==> src/rtl/penalty_box_reader.sv <==
`default_nettype none
// ============================================================================
// Module   : penalty_box_reader
// Purpose  : Read-side buffer of the SDECC penalty box. Holds DUE codewords
//            and their fill addresses in a small circular buffer, then
//            streams each codeword out as fixed-width beats, LSB beat first,
//            over a valid/ready handshake. An entry is freed only when its
//            last beat is accepted.
// Ports    : clk, rst_n      - clock, asynchronous active-low reset
//            flush           - synchronous clear of all entries / transfer
//            wr_valid/ready  - codeword push handshake (wr_codeword, wr_addr)
//            rd_valid/ready  - beat handshake (rd_beat, rd_addr, rd_first,
//                              rd_last)
//            occupancy       - valid entries, including the one streaming
// Revision : 1.0 - initial release
// ============================================================================
module penalty_box_reader #(
    parameter int WIDTH      = 72,
    parameter int BEAT_WIDTH = 18,
    parameter int DEPTH      = 4,
    parameter int ADDR_WIDTH = 32
) (
    input  logic                       clk,
    input  logic                       rst_n,
    input  logic                       flush,
    input  logic                       wr_valid,
    output logic                       wr_ready,
    input  logic [WIDTH-1:0]           wr_codeword,
    input  logic [ADDR_WIDTH-1:0]      wr_addr,
    output logic                       rd_valid,
    input  logic                       rd_ready,
    output logic [BEAT_WIDTH-1:0]      rd_beat,
    output logic [ADDR_WIDTH-1:0]      rd_addr,
    output logic                       rd_first,
    output logic                       rd_last,
    output logic [$clog2(DEPTH):0]     occupancy
);

    localparam int BEATS = WIDTH / BEAT_WIDTH;
    localparam int IW    = $clog2(DEPTH);
    localparam int PW    = IW + 1;
    localparam int CW    = (BEATS > 1) ? $clog2(BEATS) : 1;
    localparam logic [CW-1:0] LAST_CNT = CW'(BEATS - 1);

    typedef enum logic [0:0] {
        IDLE = 1'b0,
        SEND = 1'b1
    } state_t;

    state_t                  state_q, state_d;
    logic [PW-1:0]           wr_ptr_q, wr_ptr_d;
    logic [PW-1:0]           rd_ptr_q, rd_ptr_d;
    logic [CW-1:0]           cnt_q, cnt_d;

    logic [WIDTH-1:0]        mem_cw_q   [DEPTH];
    logic [ADDR_WIDTH-1:0]   mem_addr_q [DEPTH];

    logic [IW-1:0]           w_wr_idx;
    logic [IW-1:0]           w_rd_idx;
    logic                    w_full;
    logic                    w_push;
    logic                    w_pop_last;
    logic                    w_hs;
    logic [BEAT_WIDTH-1:0]   w_beats [BEATS];

    assign w_wr_idx = wr_ptr_q[IW-1:0];
    assign w_rd_idx = rd_ptr_q[IW-1:0];

    // Extra pointer MSB separates "full" (same index, laps differ) from empty.
    assign w_full   = (w_wr_idx == w_rd_idx) && (wr_ptr_q[PW-1] != rd_ptr_q[PW-1]);

    // Full is judged before any pop in the same cycle, so a freed slot is
    // only offered to the writer on the following cycle.
    assign wr_ready   = !w_full && !flush;
    assign w_push     = wr_valid && wr_ready;
    assign w_hs       = rd_valid && rd_ready;
    assign w_pop_last = w_hs && rd_last;

    assign occupancy  = wr_ptr_q - rd_ptr_q;

    // Split the entry under the read pointer into beats, LSB beat first.
    for (genvar b = 0; b < BEATS; b++) begin : g_beat
        assign w_beats[b] = mem_cw_q[w_rd_idx][b*BEAT_WIDTH +: BEAT_WIDTH];
    end

    assign rd_valid = (state_q == SEND);
    assign rd_beat  = w_beats[cnt_q];
    assign rd_addr  = mem_addr_q[w_rd_idx];
    assign rd_first = rd_valid && (cnt_q == '0);
    assign rd_last  = rd_valid && (cnt_q == LAST_CNT);

    // Storage carries no reset; its contents only matter once a pointer
    // marks the slot valid.
    always_ff @(posedge clk) begin
        if (w_push) begin
            mem_cw_q[w_wr_idx]   <= wr_codeword;
            mem_addr_q[w_wr_idx] <= wr_addr;
        end
    end

    always_comb begin
        state_d  = state_q;
        wr_ptr_d = wr_ptr_q;
        rd_ptr_d = rd_ptr_q;
        cnt_d    = cnt_q;
        if (flush) begin
            state_d  = IDLE;
            wr_ptr_d = '0;
            rd_ptr_d = '0;
            cnt_d    = '0;
        end else begin
            if (w_push) begin
                wr_ptr_d = wr_ptr_q + 1'b1;
            end
            if (w_pop_last) begin
                rd_ptr_d = rd_ptr_q + 1'b1;
                cnt_d    = '0;
            end else if (w_hs) begin
                cnt_d = cnt_q + 1'b1;
            end
            // Decisions use the post-edge pointers: a push into an empty
            // buffer shows rd_valid on the very next cycle, and a last-beat
            // pop with another entry behind it continues without a bubble.
            case (state_q)
                IDLE: begin
                    if (wr_ptr_d != rd_ptr_d) begin
                        state_d = SEND;
                    end
                end
                SEND: begin
                    if (w_pop_last && (wr_ptr_d == rd_ptr_d)) begin
                        state_d = IDLE;
                    end
                end
                default: state_d = IDLE;
            endcase
        end
    end

    always_ff @(posedge clk or negedge rst_n) begin
        if (!rst_n) begin
            state_q  <= IDLE;
            wr_ptr_q <= '0;
            rd_ptr_q <= '0;
            cnt_q    <= '0;
        end else begin
            state_q  <= state_d;
            wr_ptr_q <= wr_ptr_d;
            rd_ptr_q <= rd_ptr_d;
            cnt_q    <= cnt_d;
        end
    end

endmodule
`default_nettype wire

==> config.mk <==
export PLATFORM = sky130hd
export DESIGN_NAME = penalty_box_reader
export DESIGN_NICKNAME = d
export VERILOG_FILES = /design/src/rtl/penalty_box_reader.sv
export SDC_FILE = /design/constraint.sdc
export NUM_CORES = 1
export LEC_CHECK = 0
export ABC_CLOCK_PERIOD_IN_PS = 12100
export BUFFER_PORTS_ARGS = -buffer_cell sky130_fd_sc_hd__buf_2
export CAP_MARGIN = 15
export CORE_UTILIZATION = 26
export DETAILED_ROUTE_END_ITERATION = 10
export GPL_TIMING_DRIVEN = 0
export HOLD_SLACK_MARGIN = 0.06
export PLACE_DENSITY = 0.44
export REMOVE_ABC_BUFFERS = 1
export SLEW_MARGIN = 25
export SYNTH_ARGS = -nofsm -noshare
export SYNTH_HDL_FRONTEND = slang
export SYNTH_SLANG_ARGS = --single-unit
==> constraint.sdc <==
create_clock -name clk -period 12.1 [get_ports clk]
set_clock_uncertainty 0.15 [all_clocks]
set_input_delay 2.42 -clock clk [delete_from_list [all_inputs] [get_ports clk]]
set_output_delay 2.42 -clock clk [all_outputs]
set_load 0.01 [all_outputs]
# Word level (Yosys, flattened, before mapping)
# Memory sizes are Yosys's and may differ from the RTL's.
# Cells that the tools add are included.
totals:
  mem_count: 2
  reg_bits: 9
  word_cells: 48
  mem_bits_rw: 416
  inputBits: 109
  out_inout_bits: 57
classes:
  muxes: 18
  n_addsub: 4
  n_bitwise: 2
  reduce_logical: 12
  n_lt_le_gt_ge: 1
  n_eq_ne: 5
memory_table:
  columns: ["memory", "words", "width", "rd", "rd_clocked_by_memory_dff", "write_ports", "line_no", "rtl"]
  rows:
  - ["mem_cw_q", 4, 72, 1, 0, 1, "55", "logic [WIDTH-1:0] mem_cw_q [DEPTH];"]
  - ["mem_addr_q", 4, 32, 1, 0, 1, "56", "logic [ADDR_WIDTH-1:0] mem_addr_q [DEPTH];"]
ops:
  columns: ["op", "n"]
  rows:
  - ["$bmux W18 S2", 1]
  - ["$mux W18", 2]
  - ["$mux W3", 6]
  - ["$logic_and A1 B1 Y1", 8]
  - ["$add A3 B1 Y3 const B", 2]
  - ["$mux W2", 3]
  - ["$mux W1", 5]
  - ["$eq A3 B3 Y1", 1]
  - ["$ge A3 B3 Y1 const B", 1]
  - ["$ne A3 B3 Y1", 1]
  - ["$not A2 Y3", 1]
  - ["$reduce_bool A3 Y1", 1]
  - ["$sub A3 B3 Y3", 1]
  - ["$add A2 B1 Y2 const B", 1]
  - ["$eq A2 B2 Y1", 1]
  - ["$eq A2 B2 Y1 const B", 1]
  - ["$logic_not A1 Y1", 2]
  - ["$logic_not A2 Y1", 1]
  - ["$pmux W1 S2", 1]
  - ["$ne A1 B1 Y1", 1]
  - ["$not A1 Y1", 1]

# Logic depth before layout (Yosys ltp)
# Gate-level depths: netlist (run 1).
depth:
  ltp_word: 12
  ltp_mapped: 10
  mapped_depth_nobuf: 7

# Least setup slack after synthesis (run 1)
# No wires, ideal clock.
synth_path:
  kind: "input -> register"
  startpoint: "in flush"
  endpoint: "mem mem_addr_q[0][0] (enable)"
  setup_time_ps: 475
  path_slack_ps: 6158
  path_buffers: 0
  path_stages: 3
  required_ps: 11475
  arrival_ps: 5317
  path_cell_list: "nand2b_1 > a21oi_1 > and2_1"
synth_between:
  elab_chain_cells: 5
synth_rtl:
  columns: ["item", "line_no", "rtl"]
  rows:
  - ["start, declared", "25", "input logic flush,"]
  - ["$logic_not A1 Y1", "74", "assign wr_ready = !w_full && !flush;"]
  - ["$logic_and A1 B1 Y1", "74", null]
  - ["$logic_and A1 B1 Y1", "75", "assign w_push = wr_valid && wr_ready;"]
  - ["$mux W1", "95", "if (w_push) begin"]
  - ["$mux W1 (not written as such)", "97", "mem_addr_q[w_wr_idx] <= wr_addr;"]
  - ["end, declared", "56", null]
# No other way between the ends.

# Worst setup path in the final report (run 1)
layout_path:
  startpoint: "reg rd_ptr_q[0]"
  endpoint: "out rd_beat[1]"
layout_between:
  elab_chain_cells: 4
layout_rtl:
  columns: ["item", "line_no", "rtl"]
  rows:
  - ["start, declared", "52", "logic [PW-1:0] rd_ptr_q, rd_ptr_d;"]
  - ["start signal, assigned", "149", "rd_ptr_q <= rd_ptr_d;"]
  - ["$mem_v2 Z4 W72", null, null]
  - ["$bmux W18 S2", "87", "assign rd_beat = w_beats[cnt_q];"]
  - ["$mux W18 (not written as such) (2 in series)", "87", null]
  - ["end, declared", "32", "output logic [BEAT_WIDTH-1:0] rd_beat,"]
# No other way between the ends. The select of a mux whose other input is x is not followed.

==> results.md, run 1 <==
* Status: finished, final reports clean
* Synth top area cells: edfxtp_1 78%, mux4_2 17%, dfrtp_1 1.4%
* Least-Margin Pin Slew at 0.891 ns
* Library cells used by synthesis at 27
* Post-synthesis register bit count at 425
* IO Count at 166
* Top_reg_cell synth: edfxtp_1
* Critical-path top delay cell: dfrtp_4
* GRT Total Usage at 10.9%
* Highest Clock Rate at 0.172 GHz
* Mapped Area at 16100 um^2
* Final Cycle Share at 48.0%
* Initial antenna violation count at 1
* Slowest stage delay, CP at 0.83 ns
* Synth Warn # at 0
* Vias/cell at 4.30
* Clock sink count at 425
* Routed wire length at 33500 um
* Register clock-pin slew on the reported worst setup and hold paths at 0.06 ns
* Top-area cell type share of the netlist area at 77.7%
* Max cap viols at 0
* PD cells at 163 nW/um^2
* GPL Wtd Cong at 0.671
* Post-CTS sizing at 0
* Simple-Gate Fraction of Synth Area at 0.739%
* Worst IR drop on VDD at 95.1 uV
* Post-DP HPWL at 19500 um
* Count leader, synth: edfxtp_1
* Bufs and invs on worst path at 3
* Xor and xnor area share after synthesis at 0.599%
* Crit path kind: flop to primary output
* Critical path fanouts, max at 29
* CORE AREA at 60700 um^2
* Post-route DRC at 0
* Post-Synth Adder-Cell Area at 0.825%
* Grt total ovfl at 0
* Number of global-route vias before repair at 7899
* Initial core utilization at 26.5%
* RSZ-0062 raised after global routing: no
* Layout area overhead at 22.4%
* Number of routed nets with antenna violations at 0
* CP required at 9.53 ns
* Worst path arrival time at 3.24 ns
* Sequential-to-total area share from yosys stat at 79.1%
* Die height at 251 um
* Layout Cells excl Fill at 1663
* Critical path cell sequence: buf_16 -> buf_16 -> mux4_2 -> mux4_2 -> buf_2
* Largest family of logic cells by synthesized area: multiplexers
* Full die area at 62800 um^2
* Slew headroom at 40.6%
* First-pass GRT wire length at 50900 um
* NumNets Final at 961
* Dominant cell type by area after synthesis: edfxtp_1
* H-Tree Level Count at 2
* Async SR Flop Fraction at 2.12%
* Sum Neg Setup Slack at 0 ns
* Post-CTS Setup Bufs at 0
* CTS tree: built
* Diodes inserted at 0
* Synth Area in Compound Gates at 0.304%
* Routed length per instance at 20.1 um
* Crit path launch type: flop
* Fin crit period at 5.81 ns
* Port Buffers at 165
* EDFF count, synth at 416
* CTS root buf: clkbuf_16
* # rows at 90
* Share of layout cells above drive strength 1 at 42.5%
* DR pass1 iterations at 4
* Total number of vias at 7144
* CTS buffer count at 48
* Pleak at 0.00633 uW
* HP Class: flop to flop
* Die W at 251 um
* Clk Latency, worst-skew pair at 0.55 ns
* Multiplexer share of the synthesized area at 17.3%
* Crit. End Element: primary output
* Total Power at 3210 uW
* Slew Viols, Final at 0
* Final hold vios at 0
* First-iteration detailed-routing DRC count at 391
* Largest net degree at the start of global routing at 41
* Synth cell count leaders: 416 x edfxtp_1, 122 x mux4_2, 13 x clkbuf_1
* Placed insts at 1574
* Maximum buffer depth of the clock tree at 3
* # hold bufs at CTS at 0
* Crit-path leading delay family: multiplexers
* Cells after Synth at 639
* # setup viols final at 0
* Avg Inst Size Synth at 25.2 um^2
layer usage:
metal | global-route usage, % | vias up | routed length (um)
met5 | 0 | - | 13
li1 | - | 3156 | -
met2 | 17.1 | 156 | 15800
met4 | 3.37 | 2 | 832
met1 | 14.4 | 3764 | 15000
met3 | 3.15 | 66 | 1830
final cells by class:
| cell class | instances | area, um^2 |
|---|---|---|
| Timing Repair Buffer | 182 | 1260 |
| Clock buffer | 62 | 1270 |
| Multi-Input combinational cell | 178 | 3180 |
| Tap cell | 782 | 978 |
| Fill cell | 5787 | 41000 |
| Inverter | 7 | 26.3 |
| Sequential cell | 425 | 12700 |
| Clock inverter | 27 | 228 |
through the flow:
stage	utilization, %	setup slack, ns	cell area (um^2)	hold WS, ns
final	32.4	6.29	19700	0.413
after global routing	32.4	6.02	19700	0.443
after CTS	32.4	6.13	19700	0.417
after detailed placement	30.0	6.64	18200	0.409
after global placement	29.2	-1.34	17700	0.416
after floorplan	-	3.83	15900	0.382
logic make-up after synthesis:
family | Yosys count
AO/OA/AOI/OAI | 8
XOR/XNOR | 11
adder cells (fa/ha/maj) | 10
buffers and inverters | 36
flip-flops | 425
multiplexers | 125
AND/OR/NAND/NOR | 24
cells in the final DEF, fill, tap and decap left out, types with 6 or more instances in the layout:
cell type and count:
clkinv_2 6, clkbuf_16 49, clkbuf_1 13, mux4_2 122, dfrtp_1 6, xnor2_1 8
edfxtp_1 416, ha_1 9, inv_1 6, clkinv_1 14, buf_2 165, buf_16 13
nor2_1 7
final timing paths:
path | from | end | slack [ns] | cells after the start
min in group asynchronous | rst_n | cnt_q[0] | 1.56 | 1
min reg2reg | cnt_q[1] | cnt_q[1] | 0.41 | 2
max | rd_ptr_q[0] | rd_beat[1] | 6.29 | 5
min | cnt_q[1] | cnt_q[1] | 0.41 | 2
max in group asynchronous | rst_n | rd_ptr_q[0] | 10.03 | 1
max reg2reg | rd_ptr_q[1] | mem_addr_q[0][19] | 8.74 | 6
power by group:
group	leakage [uW]	total (uW)	internal (uW)	switching, uW
clock	0.000730	1390	826	566
sequential	0.00390	1670	1660	12.6
combinational	0.00170	140	63.1	77.4
total	0.00633	3210	2550	656
sequential cells by signal, summed over array words and instances, names as in the netlist:
name,count
cnt_q,2
mem_addr_q,128
mem_cw_q,288
rd_ptr_q,3
rd_valid,1
wr_ptr_q,3
worst reg2reg max path, stage by stage, from the launching register on:
cell and delay, ns:
dfrtp_4 0.78, inv_1 0.11, ha_1 0.30, and2_1 0.19, a21oi_1 0.47, and2_4 0.66, buf_16 0.35
Note: power is estimated with default switching activity, not from simulation.
==> run 2: changes to the inputs <==
ABC_AREA = 1   (was default)
ABC_CLOCK_PERIOD_IN_PS = 5900   (was 12100)
clock period = 5.9 ns   (was 12.1 ns; I/O delays follow)
==> run 2 against run 1 <==
  * Synthesized cell count is 82% higher
  * Final cell count is 34% higher
  * Hold slack worse by 0.10 ns
  * Synthesized area up 3.0%
  * Register-to-register slack worse by 6.6 ns
  * Critical path depth rose by 3
  * Flip-flop and latch count unchanged
  * Core utilization rose by 0.069 points
==> results.md, run 2 <==
* Status: finished, final reports clean (unchanged)
* Critical R2R Launch: rd_ptr_q[1] (unchanged)
* Comb power frac at 4.8% (was 4.4%)
* Clk Latency, worst-skew pair at 0.56 ns (was 0.55 ns)
* DR pass1 iterations at 6 (was 4)
* EDFF count, synth at 416 (unchanged)
* Die W at 254 um (was 251 um)
* GRT Total Usage at 13.3% (was 10.9%)
* Crit path kind: flop to primary output (unchanged)
* Top Registers: mem_cw_q: 288 flops, mem_addr_q: 128 flops (unchanged)
* First-iteration detailed-routing DRC count at 540 (was 391)
* Initial core utilization at 26.3% (was 26.5%)
* Top Usage Layer GRT: met2 (unchanged)
* Port Buffers at 165 (unchanged)
* # rows at 92 (was 90)
* Post-synthesis register bit count at 425 (unchanged)
* Post-CTS sizing at 0 (unchanged)
* Full die area at 64700 um^2 (was 62800 um^2)
* Final hold vios at 0 (unchanged)
* Net switching power at 1400 uW (was 656 uW)
* Met2 GRT Util at 20.7% (was 17.1%)
* R2R cell count at 11 (was 6)
* Layout area overhead at 23.6% (was 22.4%)
* Register clock-pin slew on the reported worst setup and hold paths at 0.06 ns (about the same)
* Top-area cell type share of the netlist area at 75.4% (was 77.7%)
* Synth top area cells: edfxtp_1 75%, o21ai_0 5.9%, nor2_1 4.9% (was edfxtp_1 78%, mux4_2 17%, dfrtp_1 1.4%)
* Number of routed nets with antenna violations at 0 (unchanged)
* NumNets Final at 1456 (was 961)
* Synth Warn # at 0 (unchanged)
* Post-CTS Setup Bufs at 0 (unchanged)
* Least-Margin Pin Slew at 0.791 ns (was 0.891 ns)
* Switching Fraction at 21.2% (was 20.5%)
* HP Class: primary input to asynchronous set/reset pin (was flop to flop)
* Critical path cell sequence: buf_16 -> inv_12 -> buf_16 -> o21ai_0 -> o221ai_1 -> nand3_1 -> nand2_1 -> buf_2 (was buf_16 -> buf_16 -> mux4_2 -> mux4_2 -> buf_2)
* Most frequent cells in the layout: 416 x edfxtp_1, 214 x nor2_1, 196 x o21ai_0 (was 416 x edfxtp_1, 165 x buf_2, 122 x mux4_2)
* Worst IR drop on VDD at 187 uV (was 95.1 uV)
* Most common cell after layout, fill and taps aside: edfxtp_1 (unchanged)
* CTS root buf: clkbuf_16 (unchanged)
* Most flops, register: mem_cw_q (unchanged)
* Synth cell count leaders: 416 x edfxtp_1, 218 x nor2_1, 196 x o21ai_0 (was 416 x edfxtp_1, 122 x mux4_2, 13 x clkbuf_1)
* CP required at 4.57 ns (was 9.53 ns)
* PD cells at 323 nW/um^2 (was 163 nW/um^2)
* Post-route DRC at 0 (unchanged)
* Total number of vias at 10100 (was 7144)
* Total of fill cells in the finished design at 6226 (was 5787)
* Die height at 254 um (was 251 um)
* Largest net degree at the start of global routing at 121 (was 41)
* RSZ-0062 raised after global routing: no (unchanged)
* Slowest stage delay, CP at 0.70 ns (was 0.83 ns)
* Maximum buffer depth of the clock tree at 3 (unchanged)
* Layout Cells excl Fill at 2221 (was 1663)
* Post-DP HPWL at 24900 um (was 19500 um)
* Vias/cell at 4.56 (was 4.30)
* Largest register FFs at 288 (unchanged)
* Crit path launch: rd_ptr_q[0] (unchanged)
* Async SR Flop Fraction at 2.12% (unchanged)
* Slew headroom at 47.2% (was 40.6%)
* Critical-path top delay cell: dfrtp_4 (unchanged)
* Dominant cell type by area after synthesis: edfxtp_1 (unchanged)
* Post-route cell area at 20500 um^2 (was 19700 um^2)
* Clock sink count at 425 (unchanged)
* Crit path launch type: flop (unchanged)
* Placed insts at 2132 (was 1574)
* Routed wire length at 42700 um (was 33500 um)
* Cells after Synth at 1166 (was 639)
* # setup viols final at 0 (unchanged)
* Top_reg_cell synth: edfxtp_1 (unchanged)
* Pint at 5200 uW (was 2550 uW)
* Placed Area at 18900 um^2 (was 18200 um^2)
* First-pass GRT wire length at 64400 um (was 50900 um)
* Routed length per instance at 19.2 um (was 20.1 um)
* Register share of total power at 51.6% (was 52.2%)
* CTS tree: built (unchanged)
* Highest Clock Rate at 0.221 GHz
* Fin crit period at 4.52 ns
* IO Count at 166 (unchanged)
* H-Tree Level Count at 2 (unchanged)
* Avg Inst Size Synth at 14.2 um^2 (was 25.2 um^2)
* GPL Wtd Cong at 0.699 (was 0.671)
* CTS buffer count at 49 (was 48)
* Worst path arrival time at 3.19 ns (was 3.24 ns)
* Slew Viols, Final at 0 (unchanged)
* Initial antenna violation count at 5 (was 1)
* Pleak at 0.00693 uW (was 0.00633 uW)
* Met3 Use GR at 3.54% (was 3.15%)
* CORE AREA at 63000 um^2 (was 60700 um^2)
* Worst reg2reg setup slack at 2.10 ns (was 8.74 ns)
* Max cap viols at 0 (unchanged)
* Library cells used by synthesis at 31 (was 27)
* Count leader, synth: edfxtp_1 (unchanged)
* Grt total ovfl at 0 (unchanged)
* Sequential-to-total area share from yosys stat at 76.8% (was 79.1%)
* Clock share of power at 43.7% (was 43.4%)
* Number of global-route vias before repair at 10100 (was 7899)
* # hold bufs at CTS at 0 (unchanged)
* Crit. End Element: primary output (unchanged)
* Critical path fanouts, max at 120 (was 29)
* Share of layout cells above drive strength 1 at 20.8% (was 42.5%)
* M1 GR Usage at 18.1% (was 14.4%)
* Most frequent CP cell: buf_16
* Mapped Area at 16600 um^2 (was 16100 um^2)
* Final Cycle Share at 76.6%
[run 2: cell count changes in the layout (fill, tap and decap cells not counted), moves of 18 or more]
cell      previous run  this run
nor2_1               7       214
o21ai_0              0       196
mux4_2             122         0
o22ai_1              0        55
o221ai_1             0        46
nand2_1              5        36
o211ai_1             0        22
nand3_1              2        20
[run 2: layout make-up]
| type | instances | area [um^2] | area share [%] |
|---|---|---|---|
| Clock buffer | 59 | 1260 | 6.18 |
| Clock inverter | 29 | 268 | 1.31 |
| Antenna cell | 1 | 2.50 | 0.0122 |
| Tap cell | 846 | 1060 | 5.17 |
| Inverter | 22 | 103 | 0.501 |
| Multi-Input combinational cell | 639 | 3370 | 16.5 |
| Sequential cell | 425 | 12700 | 62.2 |
| Timing Repair Buffer | 200 | 1670 | 8.16 |
[run 2: logic make-up after synthesis]
logic type	share of synthesized area (%)
buffers and inverters	3.05
adder cells (fa/ha/maj)	0.801
flip-flops	76.8
AO/OA/AOI/OAI	12.3
XOR/XNOR	0.212
AND/OR/NAND/NOR	6.82
[run 2: power by group through the flow]
stage,clock network (uW),registers [uW],logic (uW)
final,2880,3410,316
after global routing,3100,3410,351
after CTS,2990,3410,326
after detailed placement,0,3470,325
after global placement,0,3500,271
after floorplan,0,3480,121
[run 2: final timing paths]
| path | to |
|---|---|
| min in group clk | wr_ptr_q[0] |
| worst min-delay path | wr_ptr_q[2] |
| max in group asynchronous | rd_ptr_q[0] |
| worst max-delay path | rd_beat[1] |
| worst max register to register | mem_addr_q[3][27] |
| worst min register to register | wr_ptr_q[0] |
[run 2: stage by stage]
stage	utilization [%]	power [uW]	hold WS [ns]	setup TNS, ns	setup slack, ns
after floorplan	-	3600	0.427	-1402.46	-3.28
after global placement	28.6	3780	0.479	-5589.08	-12.66
after detailed placement	30.1	3790	0.484	0	1.81
after CTS	32.5	6720	0.270	0	1.18
after global routing	32.5	6860	0.293	0	1.02
final	32.5	6610	0.311	0	1.38
[run 2: worst max-delay path, delay by kind of cell, from the launching register on]
| family | cells | cell delay (ns) |
|---|---|---|
| compound gates | 2 | 0.48 |
| buf+inv | 4 | 1.16 |
| flops | 1 | 0.70 |
| simple gates | 2 | 0.21 |
[run 2: metal layers]
layer | part of all wire [%] | vias up
met5 | 0.15 | -
met2 | 46 | 193
met4 | 1.8 | 10
met1 | 47 | 5077
li1 | - | 4781
met3 | 5.4 | 66
